[config.mk]
export PLATFORM = sky130hd
export DESIGN_NAME = alu_res_fifo_flat
export DESIGN_NICKNAME = d
export VERILOG_FILES = /design/src/rtl/alu_res_fifo_if.sv /design/src/rtl/alu_res_fifo.sv /design/src/flat_wrapper.sv
export SDC_FILE = /design/constraint.sdc
export NUM_CORES = 1
export LEC_CHECK = 0
export BUFFER_PORTS_ARGS = -buffer_cell sky130_fd_sc_hd__buf_2
export CAP_MARGIN = 20
export CORE_MARGIN = 2
export CORE_UTILIZATION = 25
export DETAILED_ROUTE_END_ITERATION = 8
export GPL_TIMING_DRIVEN = 0
export MAX_ROUTING_LAYER = met4
export PLACE_DENSITY = 0.44
export REMOVE_ABC_BUFFERS = 1
export SKIP_LAST_GASP = 1
export SLEW_MARGIN = 25
export SYNTH_ARGS = -nofsm -noshare
export SYNTH_HDL_FRONTEND = slang
export SYNTH_SLANG_ARGS = --single-unit
export TNS_END_PERCENT = 1
[constraint.sdc]
create_clock -name clk -period 2.6 [get_ports clk]
set_clock_uncertainty 0.2 [all_clocks]
set_input_delay 0.13 -clock clk [delete_from_list [all_inputs] [get_ports clk]]
set_output_delay 0.13 -clock clk [all_outputs]
set_load 0.05 [all_outputs]
[src/rtl/alu_res_fifo_if.sv]
// Handshake bundle between the ALU result stage, the result FIFO and its consumer.
// The slave side is the FIFO; the master side is whatever drives results in and drains them.
interface alu_res_fifo_if #(
  parameter int WIDTH = 32,
  parameter int DEPTH = 4
);
  logic                     in_valid;
  logic                     in_ready;
  logic [WIDTH-1:0]         in_data;
  logic                     out_valid;
  logic                     out_ready;
  logic [WIDTH-1:0]         out_data;
  logic [$clog2(DEPTH):0]   count;
  logic                     drop;
  logic                     clr_drop;

  modport slave (
    input  in_valid, in_data, out_ready, clr_drop,
    output in_ready, out_valid, out_data, count, drop
  );

  modport master (
    output in_valid, in_data, out_ready, clr_drop,
    input  in_ready, out_valid, out_data, count, drop
  );
endinterface

[src/rtl/alu_res_fifo.sv]
// Small in-order result buffer behind the ALU: captures valid results, hands them to the
// consumer over valid/ready, and keeps a sticky flag when a result arrives while full.
module alu_res_fifo #(
  parameter int WIDTH = 32,
  parameter int DEPTH = 4
) (
  input  logic               clk,
  input  logic               rst,
  alu_res_fifo_if.slave      bus
);

  localparam int AW = $clog2(DEPTH);

  logic [WIDTH-1:0] mem [DEPTH];
  logic [AW:0]      wp;
  logic [AW:0]      rp;
  logic             drop_q;

  logic             empty;
  logic             full;
  logic             push;
  logic             pop;
  logic             drop_set;

  // Full means same slot but a different lap; the extra wrap bit is what tells it apart from empty.
  // NOTE: every signal in an always_comb is assigned on every path, so no latch can be inferred.
  always_comb begin
    empty    = (wp == rp);
    full     = (wp[AW-1:0] == rp[AW-1:0]) && (wp[AW] != rp[AW]);
    push     = bus.in_valid && !full;
    pop      = !empty && bus.out_ready;
    drop_set = bus.in_valid && full;
  end

  // NOTE: state registers use non-blocking assignments so all flops update together at the edge.
  always_ff @(posedge clk or posedge rst) begin
    if (rst) begin
      wp     <= '0;
      rp     <= '0;
      drop_q <= 1'b0;
    end else begin
      if (push) wp <= wp + 1'b1;
      if (pop)  rp <= rp + 1'b1;
      // A new loss must never be hidden by a simultaneous clear.
      if (drop_set)          drop_q <= 1'b1;
      else if (bus.clr_drop) drop_q <= 1'b0;
    end
  end

  // NOTE: storage has no reset; empty pointers already mask stale contents.
  always_ff @(posedge clk) begin
    if (push) mem[wp[AW-1:0]] <= bus.in_data;
  end

  // in_ready depends only on held state, never on out_ready, so a full buffer rejects
  // the input even when the consumer drains an entry in the same cycle.
  assign bus.in_ready  = !full;
  assign bus.out_valid = !empty;
  assign bus.out_data  = mem[rp[AW-1:0]];
  assign bus.count     = wp - rp;
  assign bus.drop      = drop_q;

endmodule

[src/flat_wrapper.sv]
// flat-port wrapper written by rule: the top's interface ports become plain ports
module alu_res_fifo_flat 
#(
  parameter int WIDTH = 32,
  parameter int DEPTH = 4
)
  (clk, rst, bus_in_valid, bus_in_data, bus_out_ready, bus_clr_drop, bus_in_ready, bus_out_valid, bus_out_data, bus_count, bus_drop);
  alu_res_fifo_if #(.WIDTH(WIDTH), .DEPTH(DEPTH)) bus_i ();
  input  logic clk;
  input  logic rst;
  input wire logic [$bits(bus_i.in_valid)-1:0] bus_in_valid;
  input wire logic [$bits(bus_i.in_data)-1:0] bus_in_data;
  input wire logic [$bits(bus_i.out_ready)-1:0] bus_out_ready;
  input wire logic [$bits(bus_i.clr_drop)-1:0] bus_clr_drop;
  output wire logic [$bits(bus_i.in_ready)-1:0] bus_in_ready;
  output wire logic [$bits(bus_i.out_valid)-1:0] bus_out_valid;
  output wire logic [$bits(bus_i.out_data)-1:0] bus_out_data;
  output wire logic [$bits(bus_i.count)-1:0] bus_count;
  output wire logic [$bits(bus_i.drop)-1:0] bus_drop;
  assign bus_i.in_valid = bus_in_valid;
  assign bus_i.in_data = bus_in_data;
  assign bus_i.out_ready = bus_out_ready;
  assign bus_i.clr_drop = bus_clr_drop;
  assign bus_in_ready = bus_i.in_ready;
  assign bus_out_valid = bus_i.out_valid;
  assign bus_out_data = bus_i.out_data;
  assign bus_count = bus_i.count;
  assign bus_drop = bus_i.drop;
  alu_res_fifo #(.WIDTH(WIDTH), .DEPTH(DEPTH)) u_core (.clk(clk), .rst(rst), .bus(bus_i));
endmodule
# --- After elaboration in Yosys (flattened, before gate mapping) ---
# Memories as Yosys holds them, arrays and structs flattened.
# Index checks and enable logic that the tools add are counted.
totals:
  regBits: 7
  ram_bits: 128
  inputBits: 37
  out_inout_bits: 38
  wordCells: 21
  memories: 1
classes:
  addsub: 3
  eq_ne: 3
  muxes: 4
  reduce_logical: 7
memory_table:
  columns: ["name", "words", "width", "rd", "rd_clocked_by_memory_dff", "wr", "line", "source"]
  rows:
  - ["u_core.mem", 4, 32, 1, 0, 1, "alu_res_fifo.sv:14", "logic [WIDTH-1:0] mem [DEPTH];"]
ops:
  columns: ["op", "count"]
  rows:
  - ["$add A3 B1 Y3 const B", 2]
  - ["$logic_and A1 B1 Y1", 4]
  - ["$mux W1", 4]
  - ["$eq A3 B3 Y1", 1]
  - ["$sub A3 B3 Y3", 1]
  - ["$eq A2 B2 Y1", 1]
  - ["$logic_not A1 Y1", 2]
  - ["$reduce_bool A2 Y1", 1]
  - ["$ne A1 B1 Y1", 1]

# --- Longest topological paths before layout ---
logic_depth:
  ltp_word: 6
  ltp_mapped: 7
  ltp_nobuf: 5

# --- Worst setup path before layout ---
# No wires, ideal clock.
synth_timing:
  path_kind: "register to register"
  startpoint: "register u_core.rp[1]"
  endpoint: "memory u_core.mem[0][0], enable pin"
  setup_ns: 0.392
  arrival_time_ns: 2.409
  path_slack_ns: -0.401
  stages_incl_launch_ff: 7
  n_path_buf: 2
  period_less_slack_ns: 3.001
  path_cell_list: "dfrtp_1 -> clkbuf_1 -> buf_2 -> inv_1 -> ha_1 -> nand3_2 -> and3_1"
synth_between:
  elab_chain_len: 6
synth_rtl:
  columns: ["element", "line", "source"]
  rows:
  - ["from (decl)", "alu_res_fifo.sv:16", "logic [AW:0] rp;"]
  - ["from (signal assigned)", "alu_res_fifo.sv:43", "if (pop) rp <= rp + 1'b1;"]
  - ["$eq A2 B2 Y1", "alu_res_fifo.sv:29", "full = (wp[AW-1:0] == rp[AW-1:0]) && (wp[AW] != rp[AW]);"]
  - ["$logic_and A1 B1 Y1", "alu_res_fifo.sv:29", null]
  - ["$logic_not A1 Y1", null, null]
  - ["via bus_in_ready", "flat_wrapper.sv:15", "output wire logic [$bits(bus_i.in_ready)-1:0] bus_in_ready;"]
  - ["$logic_and A1 B1 Y1", "alu_res_fifo.sv:30", "push = bus.in_valid && !full;"]
  - ["$mux W1", "alu_res_fifo.sv:52", "if (push) mem[wp[AW-1:0]] <= bus.in_data;"]
  - ["$mux W1 (implied by the code)", "alu_res_fifo.sv:52", null]
  - ["to (decl)", "alu_res_fifo.sv:14", null]
# The timed path passes the listed nets, and every way through them passes these cells.

# --- Worst setup path in the final report ---
layout_timing:
  startpoint: "register u_core.rp[1]"
  endpoint: "memory u_core.mem[2][13], enable pin"
layout_between:
  elab_chain_len: 6
layout_rtl:
  columns: ["element", "line"]
  rows:
  - ["$eq A2 B2 Y1", "alu_res_fifo.sv:29"]
  - ["$logic_and A1 B1 Y1", "alu_res_fifo.sv:29"]
  - ["$logic_not A1 Y1", "alu_res_fifo.sv:30"]
  - ["$logic_and A1 B1 Y1", "alu_res_fifo.sv:30"]
  - ["$mux W1", "alu_res_fifo.sv:52"]
  - ["$mux W1 (implied by the code)", "alu_res_fifo.sv:52"]
# No other way between the ends.

==> out/results.ini <==
[run_status]
outcome=finished clean

[global_routing]
antenna_found_initial=0
grt_max_degree=21
first_global_vias=2826
grt_pass1_wl_mm=15.58
grt_usage=0.1025
overflow=0

[placed_design]
port_buffers=74
numPlacedInstances=558
gp_congestion=0.7184
place_area_um2=5929
pre_cts_ws_ns=-0.2809
dp_hpwl_mm=6.509

[die]
die_w_um=147.1
initial_core_util=0.2538
core_area_um2=20170
dieArea_um2=21640
pin_count=75
row_count=52
die_h_um=147.1

[hold_path]
hold_class=input port to register
min_from=bus_in_data[30]

[cts]
clockRootBuffer=clkbuf_16
htree_levels=4
worstSkewPairLatency_ns=0.41
clock_sinks=135
cts_tree=built
path_clk_slew_ns=0.06
cts-buffers-inserted=17
clock_path_buffers=2

[synth]
yosys_register_bits=135
synth_cell_type_count=22
syn_avg_cell_area_um2=23.70
yosysSeqAreaShare=0.7851
yosysWarnings=0
syn_inst=216
netlist_area_um2=5119

[layout]
drive_above_1_share=0.4190
num-nets-final=393
stdcell_count=628
final_common_cell=edfxtp_1
antenna_cells=0
stdcell_area_um2=6878
layout_common_cells=edfxtp_1, buf_2, dlygate4sd3_1
syn2layout_area_growth_pct=34.37

[setup_path]
cp_num_cells=6
critPathLaunchType=register
worst_ep_required_time_ns=2.51
r2r-start=u_core.rp[1]
startpoint=u_core.rp[1]
worstSetupEndpoint=u_core.mem[2][13]
crit_arrival_ns=2.48
cp_top_family=flip-flops
ff2ff_setup_slack_ns=0.03
critPathKind=register to register
worstSetupEndpointType=register
slowest_stage=dfrtp_4
critPathBufInv=3
cp_cell_sequence=buf_12, inv_1, ha_1, nand3_2, and3_4, buf_16
cp_max_fo=20
timing.rr.end=u_core.mem[2][13]
max_stage_delay_ns=0.61
worstRegToRegCells=6

[sta]
whs_ns=0.2679
setup_viol=0
setup_ws_ns=0.03337
maxSlewHeadroom=0.7453
drv_slew=0
worst_slew_pin_slew_ns=0.3794
fin_crit_ns=2.567
fin_crit_sh=0.9872
hold_violations=0
max_freq_ghz=0.3896
rsz0062_at_grt=yes

[route]
vias_per_cell=4.038
final_antenna_net_count=0
dr.pass1.iters=4
vias=2536
drt-wirelength-per-cell_um=15.95
drc=0
routed_wl_mm=10.02
dr.first_iter.drc_count=160

[flow_run]
maxCapViolations=0

-- worst min-delay path by stage --
stage          depth (start not counted)  slack (ns)           endpoint
2_1_floorplan                          1       -0.27    u_core.bus.drop
3_3_place_gp                           2       -0.10       u_core.wp[1]
3_5_place_dp                           2       -0.09       u_core.wp[1]
4_1_cts                                2        0.24  u_core.mem[2][11]
5_1_grt                                2        0.26   u_core.mem[2][0]
6_report                               2        0.27  u_core.mem[3][30]
-- logic make-up (layout without fill, tap and decap cells) --
family / Yosys count / count (layout) / share of synthesized area
muxes: 35 / 35 / 0.1481
AOI/OAI and AO/OA: 8 / 8 / 0.01002
buffers and inverters: 16 / 158 / 0.01711
DFF: 135 / 135 / 0.7851
xor gates and xnor gates: 5 / 5 / 0.008555
and+or+nand+nor: 9 / 9 / 0.01002
adders and majority gates: 8 / 8 / 0.02102
-- Yosys cell counts, drive strengths merged --
cell type,n,area share
dfrtp,7,0.034
xor2,1,0.0017
edfxtp,128,0.75
fa,1,0.0039
mux4,32,0.14
a21oi,2,0.0020
nand2,3,0.0022
o22ai,1,0.0012
nand3,2,0.0029
and3,4,0.0049
xnor2,4,0.0068
buf,7,0.011
ha,7,0.017
clkbuf,1,0.00073
inv,8,0.0059
mux2,3,0.0073
a31oi,2,0.0024
o21ai,3,0.0044
-- stage by stage --
step | util | setup TNS, ns
after floorplan | - | -144.97
after global placement | 0.2860 | -353.76
after detailed placement | 0.2940 | -22.98
after CTS | 0.3395 | -7.188
after global routing | 0.3410 | -4.205
final | 0.3410 | 0
-- what timing repair did --
item,4_1_cts,5_1_grt
gates resized for setup,4,1
hold endpoints to repair,142,0
buffers inserted,1,2
pin swaps,0,1
hold buffers,38,0
setup endpoints to repair,130,130
-- sequential cells by signal (all words and copies together) (netlist names) --
| register | cells |
|---|---|
| u_core.mem | 128 |
| u_core.rp | 3 |
| u_core.wp | 3 |
| u_core.bus.drop | 1 |
-- area by class of cell --
cell class / count / area, um2
clock buffer: 17 / 425.4
clock inverter: 12 / 90.09
fill: 1976 / 13290
inverter: 8 / 30.03
multi-input combinational: 65 / 1032
sequential: 135 / 4026
tap: 270 / 337.8
timing repair buffer: 121 / 935.9
-- metal layers --
layer,track usage,share of wire
met1,0.1213,0.45
met2,0.1591,0.49
met3,0.03199,0.042
met4,0.05048,0.021
met5,-,0
Power is left out: the tool's default activity adds up to more than one toggle a clock period on the data nets, which glitch-free logic cannot reach.
